## config.mk

```make
export PLATFORM = sky130hd
export DESIGN_NAME = arinc_tx_sched_flat
export DESIGN_NICKNAME = d
export VERILOG_FILES = /design/src/rtl/arinc_pkg.sv /design/src/rtl/arinc_tx_sched_if.sv /design/src/rtl/arinc_bit_timer.sv /design/src/rtl/arinc_tx_sched.sv /design/src/flat_wrapper.sv
export SDC_FILE = /design/constraint.sdc
export NUM_CORES = 1
export LEC_CHECK = 0
export CAP_MARGIN = 20
export CORE_ASPECT_RATIO = 0.7
export CORE_UTILIZATION = 53
export CTS_CLUSTER_DIAMETER = 60
export CTS_CLUSTER_SIZE = 8
export DETAILED_ROUTE_END_ITERATION = 10
export GPL_ROUTABILITY_DRIVEN = 0
export PLACE_DENSITY = 0.95
export SYNTH_ARGS = -nofsm -noshare
export SYNTH_HDL_FRONTEND = slang
export SYNTH_SLANG_ARGS = --single-unit
```

## constraint.sdc

```tcl
create_clock -name clk -period 4.9 [get_ports clk]
set_input_delay 0.735 -clock clk [delete_from_list [all_inputs] [get_ports clk]]
set_output_delay 0.735 -clock clk [all_outputs]
set_load 0.005 [all_outputs]
```

## src/rtl/arinc_pkg.sv

```systemverilog
// Shared definitions for the ARINC-429 style transmit scheduler:
// rate encodings, FSM states, source count and word-building helpers.
package arinc_pkg;

    localparam int NSRC         = 4;
    localparam int GAP_BITS_DEF = 4;
    localparam int ADR_W        = 8;
    localparam int DAT_W        = 23;
    localparam int VEL_W        = 2;

    // Index of the final half-bit of a 32-bit word (64 half-bits).
    localparam logic [5:0] LAST_HALF = 6'd63;

    typedef enum logic [1:0] {
        VEL_12K5_A = 2'b00,
        VEL_50K    = 2'b01,
        VEL_100K   = 2'b10,
        VEL_12K5_B = 2'b11
    } vel_e;

    typedef enum logic [1:0] {
        ST_IDLE = 2'b00,
        ST_SEND = 2'b01,
        ST_GAP  = 2'b10
    } state_e;

    // Lay out the word in transmit order: bit k of the result is the k-th bit
    // on the line. Label goes MSB first, data LSB first, odd parity last.
    function automatic logic [31:0] build_word(input logic [ADR_W-1:0] adr,
                                               input logic [DAT_W-1:0] dat);
        logic [31:0] w;
        w = 32'h0000_0000;
        for (int k = 0; k < ADR_W; k++) begin
            w[k] = adr[ADR_W-1-k];
        end
        for (int j = 0; j < DAT_W; j++) begin
            w[ADR_W+j] = dat[j];
        end
        w[31] = ~^{adr, dat};
        return w;
    endfunction

    // Round-robin pick: search starts one past the last granted source.
    function automatic logic [1:0] rr_pick(input logic [NSRC-1:0] req,
                                           input logic [1:0]      last);
        logic [1:0] idx;
        logic [1:0] pick;
        logic       found;
        pick  = 2'd0;
        found = 1'b0;
        for (int i = 1; i <= NSRC; i++) begin
            idx = last + i[1:0];
            if (!found && req[idx]) begin
                pick  = idx;
                found = 1'b1;
            end else begin
                found = found;
            end
        end
        return pick;
    endfunction

endpackage

```

## src/rtl/arinc_tx_sched_if.sv

```systemverilog
// Source-side request/data bus and serial line outputs of the scheduler.
interface arinc_tx_sched_if;
    import arinc_pkg::*;

    logic [NSRC-1:0]       req;
    logic [ADR_W*NSRC-1:0] adr_in;
    logic [DAT_W*NSRC-1:0] dat_in;
    logic [VEL_W*NSRC-1:0] vel_in;
    logic [NSRC-1:0]       gnt;
    logic                  tx_hi;
    logic                  tx_lo;
    logic                  busy;
    logic                  word_done;

    modport master (
        output req, adr_in, dat_in, vel_in,
        input  gnt, tx_hi, tx_lo, busy, word_done
    );

    modport slave (
        input  req, adr_in, dat_in, vel_in,
        output gnt, tx_hi, tx_lo, busy, word_done
    );

endinterface

```

## src/rtl/arinc_bit_timer.sv

```systemverilog
// Half-bit tick generator: counts clock cycles for the selected line rate
// while the scheduler is sending or holding the inter-word gap.
module arinc_bit_timer
    import arinc_pkg::*;
#(
    parameter int HALF_BIT_100K = 250
) (
    input  logic             clk,
    input  logic             rst,
    input  logic             run,
    input  logic [VEL_W-1:0] vel,
    output logic             tick
);

    localparam int CNT_W = 16;

    // The slowest rate is 8x the base half-bit; it must fit the counter.
    if (HALF_BIT_100K < 1 || 8 * HALF_BIT_100K > 65535) begin : g_len_range_err
        $error("arinc_bit_timer: HALF_BIT_100K out of range for 16-bit counter");
    end

    localparam logic [CNT_W-1:0] LEN_100K = CNT_W'(HALF_BIT_100K);
    localparam logic [CNT_W-1:0] LEN_50K  = CNT_W'(2 * HALF_BIT_100K);
    localparam logic [CNT_W-1:0] LEN_12K5 = CNT_W'(8 * HALF_BIT_100K);

    logic [CNT_W-1:0] cnt_r;
    logic [CNT_W-1:0] half_len_s;

    // Half-bit length in cycles for the captured rate select.
    always_comb begin
        half_len_s = LEN_12K5;
        case (vel_e'(vel))
            VEL_100K: half_len_s = LEN_100K;
            VEL_50K:  half_len_s = LEN_50K;
            default:  half_len_s = LEN_12K5;
        endcase
    end

    assign tick = run && (cnt_r == (half_len_s - 16'd1));

    // Cycle counter within the current half-bit; idles at zero.
    always_ff @(posedge clk) begin
        if (rst) begin
            cnt_r <= 16'd0;
        end else if (!run || tick) begin
            cnt_r <= 16'd0;
        end else begin
            cnt_r <= cnt_r + 16'd1;
        end
    end

endmodule

```

## src/rtl/arinc_tx_sched.sv

```systemverilog
// Four-source round-robin ARINC word scheduler with RZ line encoding.
// A word is captured at the arbitration edge, so sources may change their
// inputs freely once granted.
module arinc_tx_sched
    import arinc_pkg::*;
#(
    parameter int HALF_BIT_100K = 250,
    parameter int GAP_BITS      = GAP_BITS_DEF
) (
    input  logic            clk,
    input  logic            rst,
    arinc_tx_sched_if.slave bus
);

    if (GAP_BITS < 1 || 2 * GAP_BITS > 65535) begin : g_gap_range_err
        $error("arinc_tx_sched: GAP_BITS out of range");
    end

    localparam logic [15:0] GAP_HALVES = 16'(2 * GAP_BITS);

    state_e           state_r, state_nxt_s;
    logic [5:0]       hb_cnt_r, hb_cnt_nxt_s;
    logic [15:0]      gap_cnt_r, gap_cnt_nxt_s;
    logic [31:0]      word_r, word_nxt_s;
    logic [VEL_W-1:0] vel_r, vel_nxt_s;
    logic [1:0]       last_r, last_nxt_s;
    logic [NSRC-1:0]  gnt_r, gnt_nxt_s;
    logic             tx_hi_r, tx_hi_nxt_s;
    logic             tx_lo_r, tx_lo_nxt_s;
    logic             busy_r, busy_nxt_s;
    logic             word_done_r, word_done_nxt_s;

    logic             run_s;
    logic             tick_s;
    logic [1:0]       pick_s;
    logic [6:0]       dat_base_s;
    logic [ADR_W-1:0] adr_sel_s;
    logic [DAT_W-1:0] dat_sel_s;
    logic [VEL_W-1:0] vel_sel_s;
    logic [31:0]      cap_word_s;
    logic [4:0]       bit_idx_s;
    logic             next_bit_s;

    assign run_s = (state_r != ST_IDLE);

    arinc_bit_timer #(
        .HALF_BIT_100K (HALF_BIT_100K)
    ) u_bit_timer (
        .clk  (clk),
        .rst  (rst),
        .run  (run_s),
        .vel  (vel_r),
        .tick (tick_s)
    );

    // Arbitration winner and its word as it would be captured this edge.
    always_comb begin
        pick_s     = rr_pick(bus.req, last_r);
        dat_base_s = 7'(pick_s) * 7'd23;
        adr_sel_s  = bus.adr_in[{pick_s, 3'b000} +: ADR_W];
        dat_sel_s  = bus.dat_in[dat_base_s +: DAT_W];
        vel_sel_s  = bus.vel_in[{pick_s, 1'b0} +: VEL_W];
        cap_word_s = build_word(adr_sel_s, dat_sel_s);
    end

    // Bit that starts with the next half-bit (only used on odd half-bits).
    assign bit_idx_s  = hb_cnt_r[5:1] + 5'd1;
    assign next_bit_s = word_r[bit_idx_s];

    // Next-state and next-output logic; every output is registered below.
    always_comb begin
        state_nxt_s     = state_r;
        hb_cnt_nxt_s    = hb_cnt_r;
        gap_cnt_nxt_s   = gap_cnt_r;
        word_nxt_s      = word_r;
        vel_nxt_s       = vel_r;
        last_nxt_s      = last_r;
        gnt_nxt_s       = 4'b0000;
        word_done_nxt_s = 1'b0;
        tx_hi_nxt_s     = tx_hi_r;
        tx_lo_nxt_s     = tx_lo_r;
        busy_nxt_s      = busy_r;
        case (state_r)
            ST_IDLE: begin
                if (|bus.req) begin
                    state_nxt_s   = ST_SEND;
                    gnt_nxt_s     = 4'b0001 << pick_s;
                    last_nxt_s    = pick_s;
                    word_nxt_s    = cap_word_s;
                    vel_nxt_s     = vel_sel_s;
                    hb_cnt_nxt_s  = 6'd0;
                    gap_cnt_nxt_s = 16'd0;
                    tx_hi_nxt_s   = cap_word_s[0];
                    tx_lo_nxt_s   = ~cap_word_s[0];
                    busy_nxt_s    = 1'b1;
                end else begin
                    tx_hi_nxt_s = 1'b0;
                    tx_lo_nxt_s = 1'b0;
                    busy_nxt_s  = 1'b0;
                end
            end
            ST_SEND: begin
                if (tick_s) begin
                    if (hb_cnt_r == LAST_HALF) begin
                        state_nxt_s     = ST_GAP;
                        word_done_nxt_s = 1'b1;
                        hb_cnt_nxt_s    = 6'd0;
                        gap_cnt_nxt_s   = 16'd0;
                        tx_hi_nxt_s     = 1'b0;
                        tx_lo_nxt_s     = 1'b0;
                    end else begin
                        hb_cnt_nxt_s = hb_cnt_r + 6'd1;
                        if (hb_cnt_r[0]) begin
                            tx_hi_nxt_s = next_bit_s;
                            tx_lo_nxt_s = ~next_bit_s;
                        end else begin
                            tx_hi_nxt_s = 1'b0;
                            tx_lo_nxt_s = 1'b0;
                        end
                    end
                end else begin
                    hb_cnt_nxt_s = hb_cnt_r;
                end
            end
            ST_GAP: begin
                tx_hi_nxt_s = 1'b0;
                tx_lo_nxt_s = 1'b0;
                if (tick_s) begin
                    if (gap_cnt_r == (GAP_HALVES - 16'd1)) begin
                        state_nxt_s   = ST_IDLE;
                        gap_cnt_nxt_s = 16'd0;
                        busy_nxt_s    = 1'b0;
                    end else begin
                        gap_cnt_nxt_s = gap_cnt_r + 16'd1;
                    end
                end else begin
                    gap_cnt_nxt_s = gap_cnt_r;
                end
            end
            default: begin
                state_nxt_s = ST_IDLE;
                tx_hi_nxt_s = 1'b0;
                tx_lo_nxt_s = 1'b0;
                busy_nxt_s  = 1'b0;
            end
        endcase
    end

    // FSM state register.
    always_ff @(posedge clk) begin
        if (rst) begin
            state_r <= ST_IDLE;
        end else begin
            state_r <= state_nxt_s;
        end
    end

    // Datapath, counters and registered outputs; reset leaves source 0 first.
    always_ff @(posedge clk) begin
        if (rst) begin
            hb_cnt_r    <= 6'd0;
            gap_cnt_r   <= 16'd0;
            word_r      <= 32'h0000_0000;
            vel_r       <= 2'b00;
            last_r      <= 2'd3;
            gnt_r       <= 4'b0000;
            tx_hi_r     <= 1'b0;
            tx_lo_r     <= 1'b0;
            busy_r      <= 1'b0;
            word_done_r <= 1'b0;
        end else begin
            hb_cnt_r    <= hb_cnt_nxt_s;
            gap_cnt_r   <= gap_cnt_nxt_s;
            word_r      <= word_nxt_s;
            vel_r       <= vel_nxt_s;
            last_r      <= last_nxt_s;
            gnt_r       <= gnt_nxt_s;
            tx_hi_r     <= tx_hi_nxt_s;
            tx_lo_r     <= tx_lo_nxt_s;
            busy_r      <= busy_nxt_s;
            word_done_r <= word_done_nxt_s;
        end
    end

    assign bus.gnt       = gnt_r;
    assign bus.tx_hi     = tx_hi_r;
    assign bus.tx_lo     = tx_lo_r;
    assign bus.busy      = busy_r;
    assign bus.word_done = word_done_r;

endmodule
```

## src/flat_wrapper.sv

```systemverilog
// flat-port wrapper written by rule: the top's interface ports become plain ports
module arinc_tx_sched_flat import arinc_pkg::*;
#(
    parameter int HALF_BIT_100K = 250,
    parameter int GAP_BITS      = GAP_BITS_DEF
)
  (clk, rst, bus_req, bus_adr_in, bus_dat_in, bus_vel_in, bus_gnt, bus_tx_hi, bus_tx_lo, bus_busy, bus_word_done);
  arinc_tx_sched_if bus_i ();
  input  logic clk;
  input  logic rst;
  input wire logic [$bits(bus_i.req)-1:0] bus_req;
  input wire logic [$bits(bus_i.adr_in)-1:0] bus_adr_in;
  input wire logic [$bits(bus_i.dat_in)-1:0] bus_dat_in;
  input wire logic [$bits(bus_i.vel_in)-1:0] bus_vel_in;
  output wire logic [$bits(bus_i.gnt)-1:0] bus_gnt;
  output wire logic [$bits(bus_i.tx_hi)-1:0] bus_tx_hi;
  output wire logic [$bits(bus_i.tx_lo)-1:0] bus_tx_lo;
  output wire logic [$bits(bus_i.busy)-1:0] bus_busy;
  output wire logic [$bits(bus_i.word_done)-1:0] bus_word_done;
  assign bus_i.req = bus_req;
  assign bus_i.adr_in = bus_adr_in;
  assign bus_i.dat_in = bus_dat_in;
  assign bus_i.vel_in = bus_vel_in;
  assign bus_gnt = bus_i.gnt;
  assign bus_tx_hi = bus_i.tx_hi;
  assign bus_tx_lo = bus_i.tx_lo;
  assign bus_busy = bus_i.busy;
  assign bus_word_done = bus_i.word_done;
  arinc_tx_sched #(.HALF_BIT_100K(HALF_BIT_100K), .GAP_BITS(GAP_BITS)) u_core (.clk(clk), .rst(rst), .bus(bus_i));
endmodule
```

==> flow_summary_export.csv, run 1 <==
group,metric,value,unit
synth,synth_ff_type,"dfxtp_1",
synth,syn-instance-count,651,
routing,drc,0,
synth,yosys.area.top_type,"dfxtp_1",
routing,dr.first_iter.drc_count,532,
floorplan,core_region_area,9800,um^2
grt,grt_max_degree,57,
sta,max_freq,238,MHz
place,post-place-ws,504,ps
synth,avgSynthCellArea,8.32,um^2
setup_path,critPathLaunchType,"input pin",
final_layout,diodes,0,
final_layout,final-seq-area,1680,um^2
synth,synth-warning-count,0,
sta,worstMarginPinSlew,1030,ps
floorplan,die_y,86.6,um
synth,ys_seq_area_frac,0.310,
sta,slew_headroom,0.314,
routing,firstDrtPassIters,5,
synth,synth_edf_count,0,
power,total_leakage_power,2.74,nW
place,port_buffers,145,
floorplan,fp.dieArea,10600,um^2
cts,cts_tree,"built",
sta,layout_setup_ws,707,ps
cts,htreeDepth,3,
routing,via_count,5460,
synth,synth_common_cells,"84 x dfxtp_1, 82 x nand2_1, 72 x nor2_1",
grt,grt_antenna_before_repair,0,
synth,synthesis.area,5420,um^2
synth,yosysUniqueCellTypes,56,
routing,post_drt_wl_per_cell,17.7,um
synth,synth_nets,795,
setup_path,end_kind,"flop",
synth,ys_ff_latch,84,
setup_path,required,5150,ps
synth,synthArstFlopShare,0,
final_layout,area_growth_syn_to_layout,32.9,%
routing,drt.antenna.violating_nets,0,
final_layout,fillers,647,
grt,grt_overflow,0,
status,outcome,"finished clean",
synth,synthTopCellsByArea,"dfxtp_1 31%, mux2i_1 7.4%, nand2_1 5.7%",
synth,netlist.area_leader.share,0.310,
grt,grt_pass1_vias,5492,
place,place_hpwl,12100,um
cts,postCtsSetupBuffers,0,
sta,period_needed,4190,ps
sta,fin_crit_sh,0.856,
sta,finalMaxSlewViolations,0,
cts,clkSinkCount,84,
sta,rsz0062_at_grt,"no",
power,ir_drop,203,uV
setup_path,cp_max_fo,16,
grt,grt.total_usage,0.307,
grt,grt_pass1_wl,25700,um
cts,insertion_delay,330,ps
sta,tns,0,ps
final_layout,drive_above_1_share,0.0913,
cts,cts_root_buf,"clkbuf_16",
setup_path,cp.arrival,4440,ps
cts,cts_made_buffers,9,
sta,setup_viol_count_final,0,
floorplan,ios,146,
setup_path,critPathKind,"input pin to flop",
routing,via_per_inst,6.03,
final_layout,fin_nets,919,
cts,post_cts_resized,0,
routing,finalWirelength,16000,um
sta,finalHoldViolations,0,
final_layout,multi_input_area,3490,um^2
cts,clkTransAtPathRegs,60,ps
final_layout,post-route-util,0.735,
power,powerDensity,322,nW/um^2
floorplan,start_util,0.553,
power,finalPower,2.32,mW
place,dpl.cell_count,892,
sta,finClkSkew,10.5,ps
job,cap_viol_max_count,0,
floorplan,dieWidth,123,um
cts,hold_buffers,0,
final_layout,fin_cells,906,
min_path,hold_path_class,"flop to flop",
synth,synth.most_common_cell,"dfxtp_1",
floorplan,rows,30,
cts,clk_path_buf_depth,2,
[worst paths after layout]
check,startpoint,end,slack (ps),depth (start not counted)
max reg2reg,u_core.last_r[1],u_core.word_r[31],1230,11
min,u_core.word_r[25],u_core.word_r[25],470,2
max,bus_req[0],u_core.word_r[31],710,12
min reg2reg,u_core.word_r[25],u_core.word_r[25],470,2
[area by class of cell]
class,count,share of cell area
Tap cell,128,0.0222
Timing Repair Buffer,160,0.220
Inverter,6,0.00313
Sequential cell,84,0.233
Clock buffer,10,0.0332
Clock inverter,4,0.00382
Multi-Input combinational cell,514,0.484
[per-layer routing]
layer  part of all wire  up-vias  track usage
li1                   -     2566            -
met1               0.40     2545        0.367
met2               0.49      303        0.553
met3              0.079       46       0.0559
met4              0.025        0        0.108
met5                  0        -            0
[state kept, by name, summed over array words and instances, names as in the netlist]
name,cells
u_core.bus.busy,1
u_core.bus.gnt,4
u_core.bus.tx_hi,1
u_core.bus.tx_lo,1
u_core.bus.word_done,1
u_core.gap_cnt_r,16
u_core.hb_cnt_r,6
u_core.last_r,2
u_core.state_r,2
u_core.u_bit_timer.cnt_r,16
u_core.vel_r,2
u_core.word_r,32
[critical path, cell delays in order]
cell	delay [ps]
clkdlybuf4s50_1	550
nand2b_1	230
o22ai_1	290
buf_4	250
or2_1	540
a32oi_1	280
xor2_1	280
xnor3_1	360
xnor2_1	270
xnor3_1	280
xnor2_1	150
a211oi_2	220
[per-stage QoR]
step	hold WS [ps]	cell area [um^2]
3_3_place_gp	442	6940
3_5_place_dp	450	6940
4_1_cts	461	7200
5_1_grt	485	7200
2_1_floorplan	429	5420
6_report	465	7200
[logic make-up after synthesis]
kind of cell               synth area share
and+or+nand+nor                       0.217
AOI/OAI and AO/OA                     0.162
DFF                                   0.310
muxes                                 0.145
buffers and inverters                0.0490
xor gates and xnor gates              0.103
adders and majority gates            0.0139
[power by group]
part | internal [mW] | leakage [nW] | switching (mW) | total (mW)
clock | 0.350 | 0.122 | 0.263 | 0.614
sequential | 0.733 | 0.686 | 0.0370 | 0.770
combinational | 0.512 | 1.93 | 0.425 | 0.937
total | 1.60 | 2.74 | 0.725 | 2.32
[cell usage in the layout (no fill, tap or decap), types with 3 or more instances in the layout]
master,count
a211oi_1,11
a21oi_1,44
a22oi_1,4
a31oi_1,3
a32oi_1,11
and3_1,11
buf_4,13
clkbuf_16,9
clkdlybuf4s50_1,144
clkinvlp_4,3
dfxtp_1,84
ha_1,6
inv_1,6
mux2_2,14
mux2i_1,40
mux4_2,10
nand2_1,82
nand2b_1,3
nand3_1,17
nand4_1,10
nor2_1,71
nor2b_1,12
nor3_1,5
nor4_1,8
o21ai_0,52
or3_1,6
or3b_2,8
or4_1,3
xnor2_1,19
xnor3_1,8
xor2_1,24
Power figures use the tool's default switching activity.
==> inputs of run 2 (changes only) <==
--- a/config.mk
+++ b/config.mk
@@ -9,7 +9,7 @@
 export CORE_ASPECT_RATIO = 0.7
 export CORE_UTILIZATION = 53
 export CTS_CLUSTER_DIAMETER = 60
-export CTS_CLUSTER_SIZE = 8
+export CTS_CLUSTER_SIZE = 28
 export DETAILED_ROUTE_END_ITERATION = 10
 export GPL_ROUTABILITY_DRIVEN = 0
 export PLACE_DENSITY = 0.95
==> results of run 2 <==
The final DEF is identical to that of run 1; final timing and power are the same.
==> inputs of run 3 (changes only) <==
--- a/config.mk
+++ b/config.mk
@@ -6,8 +6,10 @@
 export NUM_CORES = 1
 export LEC_CHECK = 0
 export CAP_MARGIN = 20
+export CELL_PAD_IN_SITES_DETAIL_PLACEMENT = 0
+export CELL_PAD_IN_SITES_GLOBAL_PLACEMENT = 1
 export CORE_ASPECT_RATIO = 0.7
-export CORE_UTILIZATION = 53
+export CORE_UTILIZATION = 39
 export CTS_CLUSTER_DIAMETER = 60
 export CTS_CLUSTER_SIZE = 28
 export DETAILED_ROUTE_END_ITERATION = 10
==> run 3 against run 2 <==
Total power down 0.64%; wire length shrank 4.6%; non-clock buffer count decreased by 5; largest power group unchanged.
==> flow_summary_export.csv, run 3 (synthesis gave the netlist of run 1 again) <==
group,metric,value,unit
job,cap_viol_max_count,0,
cts,cts_made_buffers,9,
power,p_clk_frac,0.269,
sta,period_needed,4330,ps
floorplan,rows,35,
status,outcome,"finished clean",
final_layout,top_regs,"u_core.word_r (32), u_core.gap_cnt_r (16), u_core.u_bit_timer.cnt_r (16)",
final_layout,top_register,"u_core.word_r",
place,port_buffers,145,
power,pwr-share-comb,0.397,
place,post-place-ws,245,ps
sta,worstMarginPinSlew,1020,ps
cts,postCtsSetupBuffers,0,
floorplan,core_region_area,13400,um^2
final_layout,diodes,0,
setup_path,critPathKind,"input pin to flop",
sta,finalMaxSlewViolations,0,
sta,finalHoldViolations,0,
routing,drt.antenna.violating_nets,0,
final_layout,final_cell_mix,"144 x clkdlybuf4s50_1, 84 x dfxtp_1, 82 x nand2_1, 71 x nor2_1, 52 x o21ai_0",
final_layout,fin_nets,914,
grt,grt.total_usage,0.215,
power,total_leakage_power,2.72,nW
sta,layout_setup_ws,574,ps
grt,grt_pass1_vias,5026,
cts,clk_path_buf_depth,2,
setup_path,cp.arrival,4510,ps
power,powerDensity,319,nW/um^2
setup_path,crit_chain,"clkdlybuf4s50_1, and3b_1, or2_1, or3b_2, a32oi_1, xor2_1, xnor3_1, xnor2_1, xnor3_1, xnor2_1, a211oi_2",
cts,cts_root_buf,"clkbuf_16",
setup_path,slowest_delay,740,ps
cts,insertion_delay,340,ps
cts,clkTransAtPathRegs,60,ps
setup_path,end_kind,"flop",
sta,setup_viol_count_final,0,
routing,via_count,5191,
floorplan,fp.dieArea,14400,um^2
routing,post_drt_wl_per_cell,15.9,um
place,place_hpwl,11600,um
setup_path,critPathLaunchType,"input pin",
final_layout,area_growth_syn_to_layout,33.4,%
floorplan,start_util,0.406,
cts,post_cts_resized,0,
final_layout,layout_commonest_cell,"clkdlybuf4s50_1",
sta,fin_crit_sh,0.883,
setup_path,cp_max_fo,31,
sta,tns,0,ps
sta,rsz0062_at_grt,"no",
cts,clkSinkCount,84,
sta,max_freq,231,MHz
sta,holdWs,456,ps
cts,cts_tree,"built",
power,p_sw,703,uW
power,ir_drop,221,uV
sta,finClkSkew,5.80,ps
power,netSwitchingFraction,0.305,
final_layout,largest_reg_flops,32,
floorplan,ios,146,
final_layout,drive_above_1_share,0.0840,
min_path,hold_path_class,"flop to flop",
sta,slew_headroom,0.317,
grt,grt_antenna_before_repair,0,
setup_path,cp_slowest_cell,"clkdlybuf4s50_1",
routing,finalWirelength,15300,um
floorplan,die_y,101,um
routing,dr.first_iter.drc_count,361,
grt,grt_pass1_wl,24200,um
routing,via_per_inst,5.41,
cts,hold_buffers,0,
floorplan,dieWidth,143,um
cts,htreeDepth,3,
power,p_seq_frac,0.334,
final_layout,final_area,7230,um^2
routing,firstDrtPassIters,5,
routing,drc,0,
grt,grt_overflow,0,
setup_path,required,5080,ps
place,placed_area,6960,um^2
power,p_int,1.60,mW
grt,grt_max_degree,57,
## run 3: power groups by stage
stage | registers, mW | clock network, mW | logic [mW]
2_1_floorplan | 0.767 | 0 | 0.675
3_3_place_gp | 0.780 | 0 | 0.886
3_5_place_dp | 0.782 | 0 | 0.911
4_1_cts | 0.769 | 0.633 | 0.916
5_1_grt | 0.774 | 0.660 | 0.987
6_report | 0.770 | 0.621 | 0.916
## run 3: final timing paths
kind                                   startpoint                end  slack [ps]  cells after the start
worst max-delay path                   bus_req[3]  u_core.word_r[31]         570                     11
worst min-delay path            u_core.word_r[25]  u_core.word_r[25]         460                      2
worst max register to register   u_core.last_r[1]  u_core.word_r[31]        1250                     10
worst min register to register  u_core.word_r[25]  u_core.word_r[25]         460                      2
## run 3: metal layers
metal	vias up	part of all wire	GRT usage
met5	-	0	0
met4	0	0.0088	0.0455
met3	13	0.079	0.0499
met2	175	0.46	0.372
met1	2446	0.45	0.273
li1	2557	-	-
## run 3: area by class of cell
type | count | area, um^2
Clock inverter | 2 | 10.0
Multi-Input combinational cell | 514 | 3490
Sequential cell | 84 | 1680
Timing Repair Buffer | 155 | 1530
Fill cell | 1209 | 6130
Clock buffer | 13 | 260
Inverter | 6 | 22.5
Tap cell | 185 | 231
## run 3: through the flow
step	power, mW	util	cells
6_report	2.31	0.541	959
5_1_grt	2.42	0.541	959
4_1_cts	2.32	0.541	959
3_5_place_dp	1.69	0.521	944
3_3_place_gp	1.67	0.521	944
2_1_floorplan	1.44	-	651
## run 3: critical path, delay by kind of cell
family	cells	cell delay (ps)
buf+inv	1	740
simple gates	3	1290
xor+xnor	5	1350
compound gates	2	370
